File: src/rtl/wisc_pkg.sv
// Shared WISC core definitions: datapath widths and the retire record
// that the MEM/WB register and the trace monitor both consume.
package wisc_pkg;

   localparam int unsigned ARCH_WIDTH = 16;
   localparam int unsigned REG_WIDTH  = 4;
   localparam int unsigned CNT_WIDTH  = 32;

   // One retired instruction as seen by the register file and the monitor.
   // Strobe fields (reg_write, mem_read, mem_write, halt) are one-shot.
   typedef struct packed {
      logic                  valid;
      logic [ARCH_WIDTH-1:0] pc;
      logic [ARCH_WIDTH-1:0] inst;
      logic                  reg_write;
      logic [REG_WIDTH-1:0]  write_reg;
      logic [ARCH_WIDTH-1:0] write_data;
      logic                  mem_read;
      logic                  mem_write;
      logic [ARCH_WIDTH-1:0] addr;
      logic [ARCH_WIDTH-1:0] data_in;
      logic [ARCH_WIDTH-1:0] data_out;
      logic                  halt;
   } retire_rec_t;

endpackage

File: src/rtl/mem_wb_retire_if.sv
// MEM->WB bus: MEM-stage instruction fields and pipeline controls in,
// retire record, sticky halt and retire counter out.
interface mem_wb_if #(
   parameter int unsigned ARCH_WIDTH = wisc_pkg::ARCH_WIDTH,
   parameter int unsigned REG_WIDTH  = wisc_pkg::REG_WIDTH,
   parameter int unsigned CNT_WIDTH  = wisc_pkg::CNT_WIDTH
);
   logic                  stall;
   logic                  flush;
   logic                  mem_valid;
   logic [ARCH_WIDTH-1:0] mem_pc;
   logic [ARCH_WIDTH-1:0] mem_inst;
   logic                  mem_reg_write;
   logic [REG_WIDTH-1:0]  mem_write_reg;
   logic [ARCH_WIDTH-1:0] mem_alu_result;
   logic                  mem_mem_to_reg;
   logic                  mem_mem_read;
   logic                  mem_mem_write;
   logic [ARCH_WIDTH-1:0] mem_store_data;
   logic [ARCH_WIDTH-1:0] mem_load_data;
   logic                  mem_halt;

   logic                  wb_valid;
   logic [ARCH_WIDTH-1:0] wb_pc;
   logic [ARCH_WIDTH-1:0] wb_inst;
   logic                  wb_reg_write;
   logic [REG_WIDTH-1:0]  wb_write_reg;
   logic [ARCH_WIDTH-1:0] wb_write_data;
   logic                  wb_mem_read;
   logic                  wb_mem_write;
   logic [ARCH_WIDTH-1:0] wb_mem_addr;
   logic [ARCH_WIDTH-1:0] wb_mem_data_in;
   logic [ARCH_WIDTH-1:0] wb_mem_data_out;
   logic                  wb_halt;
   logic                  halted;
   logic [CNT_WIDTH-1:0]  retire_count;

   // Pipeline side driving the MEM fields
   modport master (
      output stall, flush, mem_valid, mem_pc, mem_inst, mem_reg_write,
             mem_write_reg, mem_alu_result, mem_mem_to_reg, mem_mem_read,
             mem_mem_write, mem_store_data, mem_load_data, mem_halt,
      input  wb_valid, wb_pc, wb_inst, wb_reg_write, wb_write_reg,
             wb_write_data, wb_mem_read, wb_mem_write, wb_mem_addr,
             wb_mem_data_in, wb_mem_data_out, wb_halt, halted, retire_count
   );

   // MEM/WB register side
   modport slave (
      input  stall, flush, mem_valid, mem_pc, mem_inst, mem_reg_write,
             mem_write_reg, mem_alu_result, mem_mem_to_reg, mem_mem_read,
             mem_mem_write, mem_store_data, mem_load_data, mem_halt,
      output wb_valid, wb_pc, wb_inst, wb_reg_write, wb_write_reg,
             wb_write_data, wb_mem_read, wb_mem_write, wb_mem_addr,
             wb_mem_data_in, wb_mem_data_out, wb_halt, halted, retire_count
   );
endinterface

File: src/rtl/mem_wb_retire.sv
// MEM/WB pipeline register with one-shot retire strobes, sticky halted
// flag and a saturating retired-instruction counter.
module mem_wb_retire #(
   parameter int unsigned ARCH_WIDTH = wisc_pkg::ARCH_WIDTH,
   parameter int unsigned REG_WIDTH  = wisc_pkg::REG_WIDTH,
   parameter int unsigned CNT_WIDTH  = wisc_pkg::CNT_WIDTH
) (
   input  logic    clk,
   input  logic    rst,
   mem_wb_if.slave bus
);
   import wisc_pkg::*;

   // The record layout is shared with the monitor, so widths are pinned.
   if (ARCH_WIDTH != wisc_pkg::ARCH_WIDTH || REG_WIDTH != wisc_pkg::REG_WIDTH) begin : g_width_chk
      $error("mem_wb_retire: ARCH_WIDTH/REG_WIDTH must match wisc_pkg");
   end

   retire_rec_t           rec_q, rec_d, mem_rec_c;
   logic                  fresh_q, fresh_d;
   logic                  halted_q, halted_d;
   logic [CNT_WIDTH-1:0]  cnt_q, cnt_d;
   logic                  bubble_c;

   // Build the record for the incoming MEM instruction (R0 writes dropped)
   always_comb begin
      mem_rec_c            = '0;
      mem_rec_c.valid      = 1'b1;
      mem_rec_c.pc         = bus.mem_pc;
      mem_rec_c.inst       = bus.mem_inst;
      mem_rec_c.reg_write  = bus.mem_reg_write & (bus.mem_write_reg != '0);
      mem_rec_c.write_reg  = bus.mem_write_reg;
      mem_rec_c.write_data = bus.mem_mem_to_reg ? bus.mem_load_data : bus.mem_alu_result;
      mem_rec_c.mem_read   = bus.mem_mem_read;
      mem_rec_c.mem_write  = bus.mem_mem_write;
      mem_rec_c.addr       = bus.mem_alu_result;
      mem_rec_c.data_in    = bus.mem_store_data;
      mem_rec_c.data_out   = bus.mem_load_data;
      mem_rec_c.halt       = bus.mem_halt;
   end

   // Next-state: hold on stall (retiring strobes), bubble, or load; a halt
   // retiring this cycle already blocks the instruction behind it.
   always_comb begin
      rec_d    = rec_q;
      fresh_d  = fresh_q;
      halted_d = halted_q | rec_q.halt;
      cnt_d    = cnt_q;
      bubble_c = bus.flush | halted_q | rec_q.halt | ~bus.mem_valid;

      if (rec_q.valid && fresh_q && (cnt_q != '1)) begin
         cnt_d = cnt_q + CNT_WIDTH'(1);
      end

      if (bus.stall) begin
         fresh_d         = 1'b0;
         rec_d.reg_write = 1'b0;
         rec_d.mem_read  = 1'b0;
         rec_d.mem_write = 1'b0;
         rec_d.halt      = 1'b0;
      end else if (bubble_c) begin
         rec_d   = '0;
         fresh_d = 1'b0;
      end else begin
         rec_d   = mem_rec_c;
         fresh_d = 1'b1;
      end
   end

   // State register with synchronous active-low reset
   always_ff @(posedge clk) begin
      if (!rst) begin
         rec_q    <= '0;
         fresh_q  <= 1'b0;
         halted_q <= 1'b0;
         cnt_q    <= '0;
      end else begin
         rec_q    <= rec_d;
         fresh_q  <= fresh_d;
         halted_q <= halted_d;
         cnt_q    <= cnt_d;
      end
   end

   assign bus.wb_valid        = rec_q.valid;
   assign bus.wb_pc           = rec_q.pc;
   assign bus.wb_inst         = rec_q.inst;
   assign bus.wb_reg_write    = rec_q.reg_write;
   assign bus.wb_write_reg    = rec_q.write_reg;
   assign bus.wb_write_data   = rec_q.write_data;
   assign bus.wb_mem_read     = rec_q.mem_read;
   assign bus.wb_mem_write    = rec_q.mem_write;
   assign bus.wb_mem_addr     = rec_q.addr;
   assign bus.wb_mem_data_in  = rec_q.data_in;
   assign bus.wb_mem_data_out = rec_q.data_out;
   assign bus.wb_halt         = rec_q.halt;
   assign bus.halted          = halted_q;
   assign bus.retire_count    = cnt_q;

endmodule

File: src/flat_wrapper.sv
// flat-port wrapper written by rule: the top's interface ports become plain ports
module mem_wb_retire_flat import wisc_pkg::*;
#(
   parameter int unsigned ARCH_WIDTH = wisc_pkg::ARCH_WIDTH,
   parameter int unsigned REG_WIDTH  = wisc_pkg::REG_WIDTH,
   parameter int unsigned CNT_WIDTH  = wisc_pkg::CNT_WIDTH
)
  (clk, rst, bus_stall, bus_flush, bus_mem_valid, bus_mem_pc, bus_mem_inst, bus_mem_reg_write, bus_mem_write_reg, bus_mem_alu_result, bus_mem_mem_to_reg, bus_mem_mem_read, bus_mem_mem_write, bus_mem_store_data, bus_mem_load_data, bus_mem_halt, bus_wb_valid, bus_wb_pc, bus_wb_inst, bus_wb_reg_write, bus_wb_write_reg, bus_wb_write_data, bus_wb_mem_read, bus_wb_mem_write, bus_wb_mem_addr, bus_wb_mem_data_in, bus_wb_mem_data_out, bus_wb_halt, bus_halted, bus_retire_count);
  mem_wb_if #(.ARCH_WIDTH(ARCH_WIDTH), .REG_WIDTH(REG_WIDTH), .CNT_WIDTH(CNT_WIDTH)) bus_i ();
  input  logic clk;
  input  logic rst;
  input wire logic [$bits(bus_i.stall)-1:0] bus_stall;
  input wire logic [$bits(bus_i.flush)-1:0] bus_flush;
  input wire logic [$bits(bus_i.mem_valid)-1:0] bus_mem_valid;
  input wire logic [$bits(bus_i.mem_pc)-1:0] bus_mem_pc;
  input wire logic [$bits(bus_i.mem_inst)-1:0] bus_mem_inst;
  input wire logic [$bits(bus_i.mem_reg_write)-1:0] bus_mem_reg_write;
  input wire logic [$bits(bus_i.mem_write_reg)-1:0] bus_mem_write_reg;
  input wire logic [$bits(bus_i.mem_alu_result)-1:0] bus_mem_alu_result;
  input wire logic [$bits(bus_i.mem_mem_to_reg)-1:0] bus_mem_mem_to_reg;
  input wire logic [$bits(bus_i.mem_mem_read)-1:0] bus_mem_mem_read;
  input wire logic [$bits(bus_i.mem_mem_write)-1:0] bus_mem_mem_write;
  input wire logic [$bits(bus_i.mem_store_data)-1:0] bus_mem_store_data;
  input wire logic [$bits(bus_i.mem_load_data)-1:0] bus_mem_load_data;
  input wire logic [$bits(bus_i.mem_halt)-1:0] bus_mem_halt;
  output wire logic [$bits(bus_i.wb_valid)-1:0] bus_wb_valid;
  output wire logic [$bits(bus_i.wb_pc)-1:0] bus_wb_pc;
  output wire logic [$bits(bus_i.wb_inst)-1:0] bus_wb_inst;
  output wire logic [$bits(bus_i.wb_reg_write)-1:0] bus_wb_reg_write;
  output wire logic [$bits(bus_i.wb_write_reg)-1:0] bus_wb_write_reg;
  output wire logic [$bits(bus_i.wb_write_data)-1:0] bus_wb_write_data;
  output wire logic [$bits(bus_i.wb_mem_read)-1:0] bus_wb_mem_read;
  output wire logic [$bits(bus_i.wb_mem_write)-1:0] bus_wb_mem_write;
  output wire logic [$bits(bus_i.wb_mem_addr)-1:0] bus_wb_mem_addr;
  output wire logic [$bits(bus_i.wb_mem_data_in)-1:0] bus_wb_mem_data_in;
  output wire logic [$bits(bus_i.wb_mem_data_out)-1:0] bus_wb_mem_data_out;
  output wire logic [$bits(bus_i.wb_halt)-1:0] bus_wb_halt;
  output wire logic [$bits(bus_i.halted)-1:0] bus_halted;
  output wire logic [$bits(bus_i.retire_count)-1:0] bus_retire_count;
  assign bus_i.stall = bus_stall;
  assign bus_i.flush = bus_flush;
  assign bus_i.mem_valid = bus_mem_valid;
  assign bus_i.mem_pc = bus_mem_pc;
  assign bus_i.mem_inst = bus_mem_inst;
  assign bus_i.mem_reg_write = bus_mem_reg_write;
  assign bus_i.mem_write_reg = bus_mem_write_reg;
  assign bus_i.mem_alu_result = bus_mem_alu_result;
  assign bus_i.mem_mem_to_reg = bus_mem_mem_to_reg;
  assign bus_i.mem_mem_read = bus_mem_mem_read;
  assign bus_i.mem_mem_write = bus_mem_mem_write;
  assign bus_i.mem_store_data = bus_mem_store_data;
  assign bus_i.mem_load_data = bus_mem_load_data;
  assign bus_i.mem_halt = bus_mem_halt;
  assign bus_wb_valid = bus_i.wb_valid;
  assign bus_wb_pc = bus_i.wb_pc;
  assign bus_wb_inst = bus_i.wb_inst;
  assign bus_wb_reg_write = bus_i.wb_reg_write;
  assign bus_wb_write_reg = bus_i.wb_write_reg;
  assign bus_wb_write_data = bus_i.wb_write_data;
  assign bus_wb_mem_read = bus_i.wb_mem_read;
  assign bus_wb_mem_write = bus_i.wb_mem_write;
  assign bus_wb_mem_addr = bus_i.wb_mem_addr;
  assign bus_wb_mem_data_in = bus_i.wb_mem_data_in;
  assign bus_wb_mem_data_out = bus_i.wb_mem_data_out;
  assign bus_wb_halt = bus_i.wb_halt;
  assign bus_halted = bus_i.halted;
  assign bus_retire_count = bus_i.retire_count;
  mem_wb_retire #(.ARCH_WIDTH(ARCH_WIDTH), .REG_WIDTH(REG_WIDTH), .CNT_WIDTH(CNT_WIDTH)) u_core (.clk(clk), .rst(rst), .bus(bus_i));
endmodule
File: config.mk
export PLATFORM = sky130hd
export DESIGN_NAME = mem_wb_retire_flat
export DESIGN_NICKNAME = d
export VERILOG_FILES = /design/src/rtl/wisc_pkg.sv /design/src/rtl/mem_wb_retire_if.sv /design/src/rtl/mem_wb_retire.sv /design/src/flat_wrapper.sv
export SDC_FILE = /design/constraint.sdc
export NUM_CORES = 1
export LEC_CHECK = 0
export ABC_CLOCK_PERIOD_IN_PS = 2800
export BUFFER_PORTS_ARGS = -buffer_cell sky130_fd_sc_hd__buf_2
export CAP_MARGIN = 20
export CORE_UTILIZATION = 35
export CTS_CLUSTER_SIZE = 25
export DETAILED_ROUTE_END_ITERATION = 7
export SKIP_LAST_GASP = 1
export SYNTH_ARGS = -nofsm -noshare
export SYNTH_HDL_FRONTEND = slang
export SYNTH_SLANG_ARGS = --single-unit
File: constraint.sdc
create_clock -name clk -period 2.8 [get_ports clk]
set_input_delay 0.14 -clock clk [delete_from_list [all_inputs] [get_ports clk]]
set_output_delay 0.14 -clock clk [all_outputs]
set_load 0.005 [all_outputs]
==> run_results.csv <==
group,metric,value,unit
setup_path,cp-start-kind,"flip-flop",
job,max_cap_viol_count,0,
clock_network,cts.sinks,139,
sta,setup_viol,0,
sta,relSlewSlack,53.5,%
die,num_rows,43,
global_routing,grt_pass1_vias,4891,
yosys,netlist_instances,478,
yosys,synth_simple_gate_area_share,14.4,%
finish,drive_gt1_share,34.7,%
placement,globalplace.congestion,0.850,
clock_network,cts_htree_levels,4,
route,drt.antenna.violating_nets,0,
yosys,synth_edf_count,0,
global_routing,antenna_found_initial,0,
yosys,async_reset_ff_share,0,%
sta,post-route-min-period,2.17,ns
sta,slew_violations,0,
placement,post_dp_cell_area,6330,um2
power_and_ir_drop,pwr_density_cell,629,nW/um2
yosys,ys.flop_type,"dfxtp_1",
placement,dp_hpwl,10200,um
finish,fillCellCount,1198,
sta,tns,0,ns
die,start_util,36.0,%
route,vias_per_cell,5.11,
finish,regArea,2780,um2
route,vias,5031,
sta,worst_slew_pin_slew,0.696,ns
yosys,ys_seq_elements,139,
finish,finish.utilization,56.8,%
yosys,synth_seq_area_share,55.5,%
clock_network,cts_buffer_depth,2,
finish,multi_input_area,2070,um2
finish,antenna_cells,0,
finish,syn2layout_area_growth,57.7,%
sta,rsz0062_at_grt,"no",
yosys,synth_top_family_by_area,"compound AO/OA/AOI/OAI gates",
finish,instances_no_fill,985,
placement,dp_cells,864,
clock_network,cts-resized-gates,0,
setup_path,cp.arrival,2.47,ns
yosys,synth.distinct_cells,40,
clock_network,cts_root_buf,"clkbuf_16",
route,first_iter_violations,244,
setup_path,cp_max_fo,20,
yosys,syn_avg_cell_area,10.5,um2
route,drc_errors,0,
placement,placement.io_buffers,231,
finish,largest_reg_flops,32,
route,route.final.wire_length,15900,um
yosys,yosysTopAreaCellShare,55.5,%
sta,clock.fmax,461,MHz
sta,hold_viol,0,
run_status,status,"completed",
clock_network,path_clk_slew,0.06,ns
clock_network,clock_latency,0.42,ns
yosys,synth_area,5010,um2
global_routing,gr-usage-all-layers,21.6,%
power_and_ir_drop,ir_drop,0.413,mV
global_routing,grt_pass1_wl,24700,um
die,num_io_pins,232,
clock_network,numCtsBuffers,17,
yosys,synthesis.nets,573,
sta,fin_crit_sh,77.5,%
sta,worst_hold_slack,0.165,ns
global_routing,grt_max_degree,63,
yosys,synthMuxAreaShare,4.39,%
finish,nNetsFinal,887,
finish,finalInstanceArea,7910,um2
setup_path,cp-end-kind,"flip-flop",
route,wire_per_inst,16.2,um
yosys,yosys_warnings,0,
die,die_area,14800,um2
yosys,synth_xor_area_share,1.75,%
yosys,synth_adder_area_share,0.250,%
yosys,synth-compound-area-share,20.5,%
global_routing,grt_overflow,0,
hold_path,hp-class,"input port to flip-flop",
clock_network,cts_setup_buffers,0,
die,die_width,122,um
power_and_ir_drop,leakage,3.65,nW
die,core,13900,um2
route,first_pass_iters,4,
setup_path,critical_path_class,"flip-flop to flip-flop",
setup_path,required,3.10,ns
yosys,yosysTopAreaCell,"dfxtp_1",
die,die_h,122,um
yosys,synth_area_leaders,"dfxtp_1, a22o_1, mux2i_1",
sta,fin_skew,0.0107,ns
clock_network,cts_tree,"yes",
## cell families after synthesis
group                    Yosys count
AND/OR/NAND/NOR                  132
flip-flops                       139
buffers and inverters             39
adder cells (fa/ha/maj)            1
AO/OA/AOI/OAI                    135
XOR/XNOR                          10
multiplexers                      22
## where the power goes
part	switching [mW]	internal, mW
sequential	0.0207	2.02
clock	0.908	1.69
combinational	0.139	0.196
total	1.07	3.91
## cells in the final DEF, fill, tap and decap left out, types with 11 or more instances in the layout
cell type      instances
o21ai_0               24
a21oi_1               13
dfxtp_1              139
buf_2                231
nor2_1                18
dlygate4sd3_1         89
clkbuf_16             17
a22o_1                84
nand2_1               39
nand3_1               11
mux2i_1               22
## repair_timing
action,in CTS,in global routing
hold endpoints to repair,89,0
hold buffers,89,0
endpoints found under the setup margin,0,0
## layout make-up
class	count	area share [%]
Timing Repair Buffer	328	26.8
Sequential cell	139	35.2
Tap cell	180	2.85
Inverter	6	0.285
Multi-Input combinational cell	300	26.2
Clock inverter	15	3.29
Clock buffer	17	5.38
## path summary, 6_finish.rpt
kind | endpoint | slack (ns) | cells past startpoint | from
setup / recovery | u_core.bus.retire_count[19] | 0.63 | 6 | u_core.bus.retire_count[8]
hold / removal | u_core.bus.retire_count[17] | 0.16 | 3 | rst
setup reg to reg | u_core.bus.retire_count[19] | 0.63 | 6 | u_core.bus.retire_count[8]
hold reg to reg | u_core.bus.wb_write_data[14] | 0.45 | 2 | u_core.bus.wb_write_data[14]
## Yosys cell counts (8+ instances only)
cell type	n
clkbuf_1	28
xnor2_1	10
a21oi_1	13
nand4_1	10
nand3_1	11
dfxtp_1	139
o21ai_0	24
nor4_1	8
a22o_1	84
mux2i_1	22
nor2_1	18
nand2_1	39
## stage by stage
step	total power, mW	setup WS (ns)
6_report	4.97	0.631
5_1_grt	5.14	0.474
4_1_cts	5.01	0.672
3_5_place_dp	2.31	0.705
3_3_place_gp	2.31	0.791
2_1_floorplan	2.17	0.921
## critical path: stages, from the launching register on
cell     delay [ns]
dfxtp_1        0.45
nand3_1        0.16
nor3_1         0.43
and3_1         0.50
buf_4          0.30
or4_1          0.15
a21oi_1        0.06
## metal layers
| layer | vias up | routed length (um) | part of all wire, % | GRT usage, % |
|---|---|---|---|---|
| met3 | 36 | 1190 | 7.5 | 6.69 |
| met4 | 0 | 489 | 3.1 | 11.5 |
| met2 | 236 | 7760 | 49 | 36.2 |
| met1 | 2350 | 6470 | 41 | 24.7 |
| met5 | - | 0 | 0 | 0 |
| li1 | 2409 | - | - | - |
Note: power is estimated with default switching activity, not from simulation.
